`config.mk`:
```
export PLATFORM = sky130hd
export DESIGN_NAME = riffa_rx_axis_bridge
export DESIGN_NICKNAME = d
export VERILOG_FILES = /design/src/rtl/riffa_chnl_pkg.sv /design/src/rtl/riffa_skid_fifo2.sv /design/src/rtl/riffa_rx_axis_bridge.sv
export SDC_FILE = /design/constraint.sdc
export NUM_CORES = 1
export LEC_CHECK = 0
export ABC_AREA = 1
export ABC_CLOCK_PERIOD_IN_PS = 7000
export CORE_UTILIZATION = 32
export CTS_BUF_LIST = sky130_fd_sc_hd__clkbuf_2 sky130_fd_sc_hd__clkbuf_4 sky130_fd_sc_hd__clkbuf_8
export DETAILED_ROUTE_END_ITERATION = 16
export PLACE_DENSITY = 0.61
export SKIP_CTS_REPAIR_TIMING = 1
export SLEW_MARGIN = 25
export SYNTH_ARGS = -nofsm -noshare
export SYNTH_HDL_FRONTEND = slang
export SYNTH_SLANG_ARGS = --single-unit
```
`constraint.sdc`:
```
create_clock -name CLK -period 7 [get_ports CLK]
set_input_delay 1.05 -clock CLK [delete_from_list [all_inputs] [get_ports CLK]]
set_output_delay 1.05 -clock CLK [all_outputs]
set_load 0.02 [all_outputs]
```
`src/rtl/riffa_chnl_pkg.sv`:
```
// Shared encodings and helpers for the RIFFA RX channel to AXI4-Stream bridge.
package riffa_chnl_pkg;

    typedef enum logic [1:0] {
        ST_IDLE     = 2'd0,
        ST_ACK      = 2'd1,
        ST_DATA     = 2'd2,
        ST_WAIT_END = 2'd3
    } rx_state_e;

    function automatic int words_per_beat(input int data_width);
        return data_width / 32'sd32;
    endfunction

    // A byte is kept when it falls inside the words still owed by the transaction.
    function automatic logic byte_kept(input logic [31:0] rem, input int words, input int byte_idx);
        if (rem >= 32'(words)) begin
            return 1'b1;
        end else begin
            return (32'(byte_idx) < {rem[29:0], 2'b00});
        end
    endfunction

endpackage

```
`src/rtl/riffa_skid_fifo2.sv`:
```
// Two-entry valid/ready FIFO; entry 0 is always the head presented downstream.
module riffa_skid_fifo2 #(
    parameter int WIDTH = 8
) (
    input  logic             clk,
    input  logic             rst,
    input  logic [WIDTH-1:0] in_data,
    input  logic             in_valid,
    output logic             in_ready,
    output logic [WIDTH-1:0] out_data,
    output logic             out_valid,
    input  logic             out_ready
);

    logic [WIDTH-1:0] mem0_r;
    logic [WIDTH-1:0] mem1_r;
    logic [1:0]       count_r;
    logic             push_s;
    logic             pop_s;

    assign in_ready  = (count_r != 2'd2);
    assign out_valid = (count_r != 2'd0);
    assign out_data  = mem0_r;
    assign push_s    = in_valid && in_ready;
    assign pop_s     = out_valid && out_ready;

    // Storage and occupancy; simultaneous push/pop only occurs with one entry held.
    always_ff @(posedge clk) begin
        if (rst) begin
            mem0_r  <= {WIDTH{1'b0}};
            mem1_r  <= {WIDTH{1'b0}};
            count_r <= 2'd0;
        end else begin
            case ({push_s, pop_s})
                2'b10: begin
                    if (count_r == 2'd0) begin
                        mem0_r <= in_data;
                    end else begin
                        mem1_r <= in_data;
                    end
                    count_r <= count_r + 2'd1;
                end
                2'b01: begin
                    mem0_r  <= mem1_r;
                    count_r <= count_r - 2'd1;
                end
                2'b11: begin
                    mem0_r <= in_data;
                end
                default: begin
                    count_r <= count_r;
                end
            endcase
        end
    end

endmodule

```
`src/rtl/riffa_rx_axis_bridge.sv`:
```
// RIFFA RX data channel to AXI4-Stream master: handshake, word counting, TKEEP/TLAST
// generation, with a 2-entry buffer so stream backpressure throttles RIFFA via REN.
module riffa_rx_axis_bridge
    import riffa_chnl_pkg::*;
#(
    parameter int C_PCI_DATA_WIDTH = 32
) (
    input  logic                          CLK,
    input  logic                          RST,
    output logic                          CHNL_DATA_RX_CLK,
    input  logic                          CHNL_DATA_RX,
    output logic                          CHNL_DATA_RX_ACK,
    input  logic                          CHNL_DATA_RX_LAST,
    input  logic [31:0]                   CHNL_DATA_RX_LEN,
    input  logic [30:0]                   CHNL_DATA_RX_OFF,
    input  logic [C_PCI_DATA_WIDTH-1:0]   CHNL_DATA_RX_DATA,
    input  logic                          CHNL_DATA_RX_DATA_VALID,
    output logic                          CHNL_DATA_RX_DATA_REN,
    output logic [C_PCI_DATA_WIDTH-1:0]   M_AXIS_TDATA,
    output logic [C_PCI_DATA_WIDTH/8-1:0] M_AXIS_TKEEP,
    output logic                          M_AXIS_TLAST,
    output logic                          M_AXIS_TVALID,
    input  logic                          M_AXIS_TREADY,
    output logic [30:0]                   RX_OFF,
    output logic                          RX_LAST,
    output logic                          RX_BUSY,
    output logic                          RX_DONE
);

    localparam int          C_WORDS   = words_per_beat(C_PCI_DATA_WIDTH);
    localparam int          C_KEEP_W  = C_PCI_DATA_WIDTH / 8;
    localparam int          C_ENTRY_W = C_PCI_DATA_WIDTH + C_KEEP_W + 1;
    localparam logic [31:0] C_WORDS_U = 32'(C_WORDS);

    rx_state_e             state_r;
    logic [31:0]           rem_r;
    logic [30:0]           off_r;
    logic                  last_r;
    logic                  ack_r;
    logic                  busy_r;
    logic                  done_r;

    logic                  ren_s;
    logic                  beat_take_s;
    logic                  last_beat_s;
    logic [31:0]           rem_step_s;
    logic [C_KEEP_W-1:0]   keep_s;
    logic [C_ENTRY_W-1:0]  push_data_s;
    logic [C_ENTRY_W-1:0]  head_s;
    logic                  fifo_ready_s;
    logic                  fifo_valid_s;

    assign CHNL_DATA_RX_CLK = CLK;

    // REN depends only on state and buffer occupancy, never on VALID.
    assign ren_s       = (state_r == ST_DATA) && fifo_ready_s;
    assign beat_take_s = ren_s && CHNL_DATA_RX_DATA_VALID;
    assign last_beat_s = (rem_r <= C_WORDS_U);
    assign rem_step_s  = last_beat_s ? rem_r : C_WORDS_U;

    // Byte enables for the beat at the head of the input: partial only on the last beat.
    always_comb begin
        keep_s = {C_KEEP_W{1'b0}};
        for (int i = 0; i < C_KEEP_W; i++) begin
            keep_s[i] = byte_kept(rem_r, C_WORDS, i);
        end
    end

    assign push_data_s = {CHNL_DATA_RX_DATA, keep_s, last_beat_s};

    riffa_skid_fifo2 #(
        .WIDTH (C_ENTRY_W)
    ) u_buf (
        .clk       (CLK),
        .rst       (RST),
        .in_data   (push_data_s),
        .in_valid  (beat_take_s),
        .in_ready  (fifo_ready_s),
        .out_data  (head_s),
        .out_valid (fifo_valid_s),
        .out_ready (M_AXIS_TREADY)
    );

    assign M_AXIS_TDATA          = head_s[C_ENTRY_W-1 -: C_PCI_DATA_WIDTH];
    assign M_AXIS_TKEEP          = head_s[C_KEEP_W:1];
    assign M_AXIS_TLAST          = head_s[0];
    assign M_AXIS_TVALID         = fifo_valid_s;
    assign CHNL_DATA_RX_DATA_REN = ren_s;
    assign CHNL_DATA_RX_ACK      = ack_r;
    assign RX_OFF                = off_r;
    assign RX_LAST               = last_r;
    assign RX_BUSY               = busy_r;
    assign RX_DONE               = done_r;

    // Transaction FSM with registered ACK/BUSY/DONE and latched request fields.
    always_ff @(posedge CLK) begin
        if (RST) begin
            state_r <= ST_IDLE;
            rem_r   <= 32'd0;
            off_r   <= 31'd0;
            last_r  <= 1'b0;
            ack_r   <= 1'b0;
            busy_r  <= 1'b0;
            done_r  <= 1'b0;
        end else begin
            ack_r  <= 1'b0;
            done_r <= 1'b0;
            case (state_r)
                ST_IDLE: begin
                    if (CHNL_DATA_RX) begin
                        state_r <= ST_ACK;
                        ack_r   <= 1'b1;
                        busy_r  <= 1'b1;
                    end
                end
                ST_ACK: begin
                    rem_r   <= CHNL_DATA_RX_LEN;
                    off_r   <= CHNL_DATA_RX_OFF;
                    last_r  <= CHNL_DATA_RX_LAST;
                    state_r <= (CHNL_DATA_RX_LEN != 32'd0) ? ST_DATA : ST_WAIT_END;
                end
                ST_DATA: begin
                    if (beat_take_s) begin
                        rem_r <= rem_r - rem_step_s;
                        if (last_beat_s) begin
                            state_r <= ST_WAIT_END;
                        end
                    end
                end
                ST_WAIT_END: begin
                    // Empty buffer implies the TLAST beat has already left.
                    if (!fifo_valid_s && !CHNL_DATA_RX) begin
                        state_r <= ST_IDLE;
                        busy_r  <= 1'b0;
                        done_r  <= 1'b1;
                    end
                end
                default: begin
                    state_r <= ST_IDLE;
                end
            endcase
        end
    end

endmodule

```
==> impl_metrics.env, run 1 <==
export IMPL_areaGrowthSynthToFinish_pct=35.5
export IMPL_fill_cells=2114
export IMPL_nNetsFinal=1230
export IMPL_grt_pass1_wl_mm=32.8
export IMPL_cts_tree="yes"
export IMPL_crit_slowest_cell="clkdlybuf4s50_1"
export IMPL_critical_path_required_ps=5950
export IMPL_drive_gt1_share_pct=7.41
export IMPL_track_usage_pct=19.1
export IMPL_die_h_um=146
export IMPL_ios=176
export IMPL_setup_violations=0
export IMPL_hp_class="reg2reg"
export IMPL_dpl_cell_area_um2=8510
export IMPL_drtPass1Iterations=6
export IMPL_ys_top_cells_by_area="dfxtp_1, nor2_1, nand2_1, o21ai_0, inv_1"
export IMPL_tns_ps=0
export IMPL_cp_arrival_ps=4240
export IMPL_peakVddDrop_uv=201
export IMPL_clkLatencyLatePin_ps=550
export IMPL_synth_top_area_share_pct=41.9
export IMPL_setup_worst_path_class="clk2out"
export IMPL_drtIter0Drc=358
export IMPL_relSlewSlack_pct=34.6
export IMPL_ys_top_cells_by_count="nor2_1, nand2_1, dfxtp_1"
export IMPL_critPathTopFamily="buffers and inverters"
export IMPL_mappedNetlistArea_um2=6640
export IMPL_synth_edf_count=0
export IMPL_grt_overflow=0
export IMPL_worstSetupStartpointType="clock port"
export IMPL_avgSynthCellArea_um2=6.78
export IMPL_maxCapViolCount=0
export IMPL_p_total_mw=4.10
export IMPL_viasPerCell=4.80
export IMPL_drt_total_wl_mm=19.7
export IMPL_die_x_um=146
export IMPL_end_kind="output port"
export IMPL_netlist_instances=978
export IMPL_status="complete, no violations"
export IMPL_synthArstFlopShare_pct=0
export IMPL_ys_dominant_reg_cell="dfxtp_1"
export IMPL_core_area_um2=20300
export IMPL_gp_congestion=0.851
export IMPL_yosys_cell_types_count=35
export IMPL_antenna_cells=0
export IMPL_tightest_slew_ps=980
export IMPL_dieArea_um2=21300
export IMPL_wl_per_cell_um=14.0
export IMPL_worst_path_buf_inv=3
export IMPL_drc=0
export IMPL_final_util_pct=44.3
export IMPL_start_util_pct=32.7
export IMPL_grt_max_degree=69
export IMPL_synth_most_common_cell="nor2_1"
export IMPL_critPathMaxFanout=2
export IMPL_yosysSeqAreaShare_pct=41.9
export IMPL_row_count=52
export IMPL_cts_clk_slew_worst_paths_ps=90
export IMPL_max_stage_delay_ps=520
export IMPL_fin_ws_ps=1710
export IMPL_synth_warnings=0
export IMPL_first_global_vias=6515
export IMPL_place_hpwl_mm=13.1
export IMPL_leakagePower_nw=3.71
export IMPL_synth_largest_area_cell="dfxtp_1"
export IMPL_dp_slack_ps=1940
export IMPL_antenna_found_initial=1
export IMPL_via_count=6740
export IMPL_path_common_cell="clkbuf_8"
export IMPL_final_max_slew_viol_count=0
export IMPL_clock_skew_ps=13.7
export IMPL_finalHoldViolCount=0
export IMPL_port_buffers=175
export IMPL_power_density_nw_per_um2=456
export IMPL_synth_net_count=1087
export IMPL_ys_ff_latch=139
export IMPL_rsz0062_at_grt="false"
export IMPL_ant_nets=0
export IMPL_cp_cell_sequence="clkbuf_8 > clkbuf_8 > clkdlybuf4s50_1"
export IMPL_design_area_um2=8990
final timing paths:
check / start / endpoint / slack, ps / cells past startpoint
worst min register to register: u_buf.mem1_r[33] / u_buf.out_data[33] / 470 / 2
worst max-delay path: CLK / CHNL_DATA_RX_CLK / 1710 / 3
worst max register to register: state_r[0] / u_buf.mem1_r[4] / 3620 / 12
worst min-delay path: u_buf.mem1_r[33] / u_buf.out_data[33] / 470 / 2
metrics by stage:
| stage | instances | hold WS, ps |
|---|---|---|
| 2_1_floorplan | 978 | 445 |
| 3_3_place_gp | 1369 | 455 |
| 3_5_place_dp | 1369 | 463 |
| 4_1_cts | 1404 | 468 |
| 5_1_grt | 1404 | 503 |
| 6_report | 1404 | 471 |
state kept, by name, indices dropped and copies added, names as in the netlist, 2 cells and up:
| name | flops |
|---|---|
| u_buf.out_data | 34 |
| RX_OFF | 31 |
| u_buf.mem1_r | 34 |
| state_r | 2 |
| rem_r | 32 |
| u_buf.count_r | 2 |
layout by cell type (no fill, tap or decap), types with 3 or more instances in the layout:
cell type and instances:
ha_1 8, nor2_1 196, nand2_2 7, nand4_1 10, nor3_1 4, xor2_1 4, a21oi_2 5, o211ai_1 8
inv_6 3, buf_4 5, dfxtp_1 139, nand3_1 35, clkdlybuf4s50_1 175, nor2_4 4, nand2_1 185, o21ai_0 133
o21ai_1 4, nor4_1 8, a31oi_1 35, nor2_2 8, clkbuf_8 20, inv_1 63, a21oi_1 36, inv_2 13
inv_8 5
where the power goes:
| group | internal, mW | total (mW) | switching, mW |
|---|---|---|---|
| Clock | 0.384 | 0.775 | 0.391 |
| Sequential | 1.04 | 1.21 | 0.169 |
| Combinational | 0.770 | 2.11 | 1.34 |
| Total | 2.19 | 4.10 | 1.90 |
layer usage:
metal	GRT usage (%)	vias up	share of wire [%]	routed length, µm
met5	0	-	0	0
met4	4.74	0	0.86	169
met3	8.68	15	9.1	1800
met2	29.8	180	44	8720
met1	23.9	3062	46	9020
li1	-	3483	-	-
layout make-up:
| class | instances | area [µm²] | area share [%] |
|---|---|---|---|
| Timing Repair Buffer | 179 | 1780 | 19.8 |
| Multi-Input combinational cell | 702 | 3310 | 36.8 |
| Inverter | 78 | 297 | 3.30 |
| Clock buffer | 21 | 285 | 3.17 |
| Tap cell | 270 | 338 | 3.76 |
| Sequential cell | 139 | 2780 | 30.9 |
| Clock inverter | 15 | 198 | 2.20 |
worst min-delay path, delay by kind of cell (launching register included):
family	cells	cell delay [ps]
flops	1	320
compound gates	1	70
simple gates	1	50
cell families (layout without fill, tap and decap cells):
kind of cell               after synthesis  after routing  synth area share (%)
AOI/OAI and AO/OA                      228            228                  18.7
buffers and inverters                  137            293                  8.32
xor gates and xnor gates                 4              4                 0.528
adders and majority gates                8              8                  1.51
DFF                                    139            139                  41.9
and+or+nand+nor                        462            462                  29.0
Note: power is estimated with default switching activity, not from simulation.
==> run 2, diff against run 1 <==
ABC_CLOCK_PERIOD_IN_PS = 4950   (was 7000)
clock period = 4.95 ns   (was 7 ns; I/O delays follow)
==> run 2 against run 1 <==
  * Total power rose by 40%
  * Wire length rose by 1.4%
  * Utilization rose by 0.068 points
  * Count of clock-buffer cells in the layout unchanged
  * Combinational power up 41%
  * Register-to-register slack worse by 1600 ps
  * Critical endpoint unchanged
  * Largest power group unchanged
==> impl_metrics.env, run 2 (synthesis gave the netlist of run 1 again) <==
export IMPL_status="complete, no violations"
export IMPL_via_count=6779
export IMPL_drtPass1Iterations=4
export IMPL_max_stage_delay_ps=520
export IMPL_rr_startpoint="state_r[0]"
export IMPL_peakVddDrop_uv=261
export IMPL_setup_worst_path_class="clk2out"
export IMPL_p_total_mw=5.75
export IMPL_hold_end="u_buf.out_data[20]"
export IMPL_antenna_found_initial=1
export IMPL_final_common_cell="nor2_1"
export IMPL_hp_class="reg2reg"
export IMPL_critPathTopFamily="buffers and inverters"
export IMPL_maxCapViolCount=0
export IMPL_critical_path_required_ps=4210
export IMPL_relSlewSlack_pct=42.2
export IMPL_r2r_slack_ps=2040
export IMPL_track_usage_pct=19.5
export IMPL_clkLatencyLatePin_ps=560
export IMPL_port_buffers=175
export IMPL_grt_overflow=0
export IMPL_place_hpwl_mm=13.3
export IMPL_ios=176
export IMPL_tightest_slew_ps=862
export IMPL_reg2reg_to="rem_r[5]"
export IMPL_wl_per_cell_um=14.2
export IMPL_final_max_slew_viol_count=0
export IMPL_path_common_cell="clkbuf_8"
export IMPL_drtIter0Drc=330
export IMPL_power_density_nw_per_um2=638
export IMPL_leakagePower_nw=3.71
export IMPL_drive_gt1_share_pct=7.38
export IMPL_end_kind="output port"
export IMPL_dp_cells=1373
export IMPL_fill_cells=2115
export IMPL_cts_clk_slew_worst_paths_ps=100
export IMPL_core_area_um2=20300
export IMPL_finalHoldViolCount=0
export IMPL_gp_congestion=0.876
export IMPL_whs_ps=460
export IMPL_r2r_cells=12
export IMPL_setup_violations=0
export IMPL_worst_path_buf_inv=3
export IMPL_drt_total_wl_mm=20.0
export IMPL_nNetsFinal=1234
export IMPL_tns_ps=0
export IMPL_drc=0
export IMPL_ant_nets=0
export IMPL_min_delay_path_depth=2
export IMPL_viasPerCell=4.81
export IMPL_critPathMaxFanout=2
export IMPL_rsz0062_at_grt="false"
export IMPL_start_util_pct=32.7
export IMPL_min_from="u_buf.mem1_r[20]"
export IMPL_areaGrowthSynthToFinish_pct=35.7
export IMPL_grt_max_degree=112
export IMPL_cp_cell_sequence="clkbuf_8 > clkbuf_8 > clkdlybuf4s50_1"
export IMPL_cp_arrival_ps=3220
export IMPL_final_util_pct=44.4
export IMPL_die_x_um=146
export IMPL_finalNonFillerCells=1409
export IMPL_dieArea_um2=21300
export IMPL_cts_tree="yes"
export IMPL_grt_pass1_wl_mm=33.2
export IMPL_crit_slowest_cell="clkdlybuf4s50_1"
export IMPL_clock_skew_ps=15.6
export IMPL_worstSetupStartpointType="clock port"
export IMPL_die_h_um=146
export IMPL_row_count=52
export IMPL_layout_common_cells="nor2_1, nand2_1, clkdlybuf4s50_1, dfxtp_1, o21ai_0"
export IMPL_first_global_vias=6577
==> run 2: how the worst max path moves through the flow <==
stage / startpoint / end / slack [ps] / cells past startpoint
6_report: CLK / CHNL_DATA_RX_CLK / 990 / 3
3_5_place_dp: CLK / CHNL_DATA_RX_CLK / 1220 / 1
2_1_floorplan: CLK / CHNL_DATA_RX_CLK / 1600 / 1
5_1_grt: CLK / CHNL_DATA_RX_CLK / 970 / 3
3_3_place_gp: CLK / CHNL_DATA_RX_CLK / 1220 / 1
4_1_cts: CLK / CHNL_DATA_RX_CLK / 990 / 3
==> run 2: final cells by class <==
type | instances | area, µm² | area share (%)
multi-input cells | 702 | 3310 | 36.7
well taps | 270 | 338 | 3.75
repair buffers | 183 | 1820 | 20.2
flip-flops and latches | 139 | 2780 | 30.9
clock inverters | 15 | 175 | 1.94
diodes | 1 | 2.50 | 0.0278
inverters | 78 | 293 | 3.25
clock buffers | 21 | 285 | 3.17
==> run 2: per-layer routing <==
layer  vias to the layer above  part of all wire, %  GRT usage (%)
met4                         0                 0.71           5.10
met3                        10                  9.0           8.34
li1                       3502                    -              -
met2                       180                   44           30.8
met5                         -                    0              0
met1                      3087                   46           24.4
==> run 2: where the power goes <==
group	leakage [nW]	switching, mW	internal (mW)
Combinational	2.34	1.88	1.10
Sequential	1.14	0.250	1.47
Clock	0.232	0.556	0.492
Total	3.71	2.69	3.06
==> run 2: metrics by stage <==
stage	instance area (µm²)	setup slack [ps]
2_1_floorplan	6640	1600
3_3_place_gp	8550	1220
3_5_place_dp	8550	1220
4_1_cts	9000	986
5_1_grt	9000	967
6_report	9010	991
==> run 2: worst register-to-register path: cells and delay by family (launching register included) <==
family / cells / cell delay, ps
simple gates: 3 / 360
buf+inv: 5 / 1530
fa+ha+maj: 1 / 160
flops: 1 / 360
compound gates: 3 / 430
==> run 3, diff against run 2 <==
ABC_CLOCK_PERIOD_IN_PS = 3400   (was 4950)
PLACE_DENSITY = 0.63   (was 0.61)
clock period = 3.4 ns   (was 4.95 ns; I/O delays follow)
==> run 3 against run 2 <==
  * Sequential cell count unchanged
  * Setup slack worse by 540 ps
  * Critical path depth did not move
  * Clock power up 44%
  * Sequential share of layout area shrank 0.14 points
  * First-iteration DRC count increased by 5.8%
  * Combinational power increased by 49%
  * Largest power group unchanged
==> impl_metrics.env, run 3 (synthesis gave the netlist of run 1 again) <==
export IMPL_sw_frac_of_total_pct=46.8
export IMPL_drt_total_wl_mm=20.4
export IMPL_start_util_pct=32.7
export IMPL_drc=0
export IMPL_ios=176
export IMPL_tightest_slew_ps=906
export IMPL_end_kind="output port"
export IMPL_die_h_um=146
export IMPL_pwr_share_seq_pct=29.5
export IMPL_clkLatencyLatePin_ps=550
export IMPL_maxCapViolCount=0
export IMPL_port_buffers=175
export IMPL_cts_clk_slew_worst_paths_ps=90
export IMPL_combinationalPowerShare_pct=52.6
export IMPL_multi_input_area_um2=3300
export IMPL_power_density_nw_per_um2=933
export IMPL_regArea_um2=2780
export IMPL_first_global_vias=6467
export IMPL_layout_common_cells="nor2_1, nand2_1, clkdlybuf4s50_1, dfxtp_1, o21ai_0"
export IMPL_status="complete, no violations"
export IMPL_p_switching_mw=3.95
export IMPL_final_max_slew_viol_count=0
export IMPL_cts_tree="yes"
export IMPL_grt_overflow=0
export IMPL_grt_max_degree=78
export IMPL_peakVddDrop_uv=375
export IMPL_wl_per_cell_um=14.4
export IMPL_finalHoldViolCount=0
export IMPL_setup_worst_path_class="clk2out"
export IMPL_via_count=6774
export IMPL_clock_skew_ps=19.1
export IMPL_row_count=52
export IMPL_tns_ps=0
export IMPL_fill_cells=2076
export IMPL_gp_congestion=0.856
export IMPL_final_common_cell="nor2_1"
export IMPL_track_usage_pct=19.7
export IMPL_relSlewSlack_pct=39.2
export IMPL_die_x_um=146
export IMPL_hp_class="reg2reg"
export IMPL_place_hpwl_mm=13.9
export IMPL_areaGrowthSynthToFinish_pct=36.3
export IMPL_drtPass1Iterations=5
export IMPL_core_area_um2=20300
export IMPL_drive_gt1_share_pct=7.79
export IMPL_design_area_um2=9050
export IMPL_setup_violations=0
export IMPL_internal_power_mw=4.49
export IMPL_pwr_share_clk_pct=17.9
export IMPL_grt_pass1_wl_mm=33.3
export IMPL_cp_arrival_ps=2440
export IMPL_critPathMaxFanout=3
export IMPL_drtIter0Drc=349
export IMPL_critical_path_required_ps=2890
export IMPL_leakagePower_nw=3.74
export IMPL_dieArea_um2=21300
export IMPL_worstSetupStartpointType="clock port"
export IMPL_ant_nets=0
export IMPL_min_delay_path_depth=2
export IMPL_nNetsFinal=1239
export IMPL_viasPerCell=4.79
export IMPL_antenna_found_initial=3
export IMPL_rsz0062_at_grt="false"
export IMPL_dpl_cell_area_um2=8600
export IMPL_r2r_cells=21
## run 3: per-layer routing
layer  vias to the layer above  wire length, µm  part of all wire [%]  global-route usage [%]
met4                         2              145                  0.71                    4.64
met3                        14             2110                    10                    9.09
met1                      3062             9180                    45                    24.5
li1                       3500                -                     -                       -
met2                       196             8980                    44                    31.1
met5                         -               12                 0.059                       0
## run 3: metrics by stage
step	power (mW)	worst slack (ps)	hold WS [ps]	cells	util (%)
2_1_floorplan	5.46	1060	445	978	-
3_3_place_gp	7.00	682	457	1378	42.4
3_5_place_dp	7.00	682	461	1378	42.4
4_1_cts	8.52	439	476	1413	44.5
5_1_grt	9.14	428	490	1414	44.6
6_report	8.44	447	473	1415	44.6
## run 3: worst paths after layout
kind,start,end,slack (ps)
setup / recovery,CLK,CHNL_DATA_RX_CLK,450
hold / removal,u_buf.mem1_r[35],u_buf.out_data[35],470
setup reg to reg,rem_r[10],rem_r[26],850
hold reg to reg,u_buf.mem1_r[35],u_buf.out_data[35],470
## run 3: power groups by stage
stage	clock network [mW]	registers (mW)	logic [mW]
5_1_grt	1.63	2.56	4.95
3_5_place_dp	0.0395	2.51	4.45
2_1_floorplan	0.0344	2.83	2.60
4_1_cts	1.56	2.49	4.47
3_3_place_gp	0.0395	2.51	4.45
6_report	1.51	2.49	4.44
## run 3: worst max-delay path, cell delays in order
cell and delay, ps:
clkbuf_8 110, clkbuf_8 110, clkdlybuf4s50_1 520
## run 3: final cells by class
class,instances,share of cell area (%)
Clock inverter,15,1.85
Multi-Input combinational cell,702,36.5
Clock buffer,21,3.15
Tap cell,270,3.73
Sequential cell,139,30.8
Antenna cell,2,0.0553
Timing Repair Buffer,188,20.7
Inverter,78,3.24
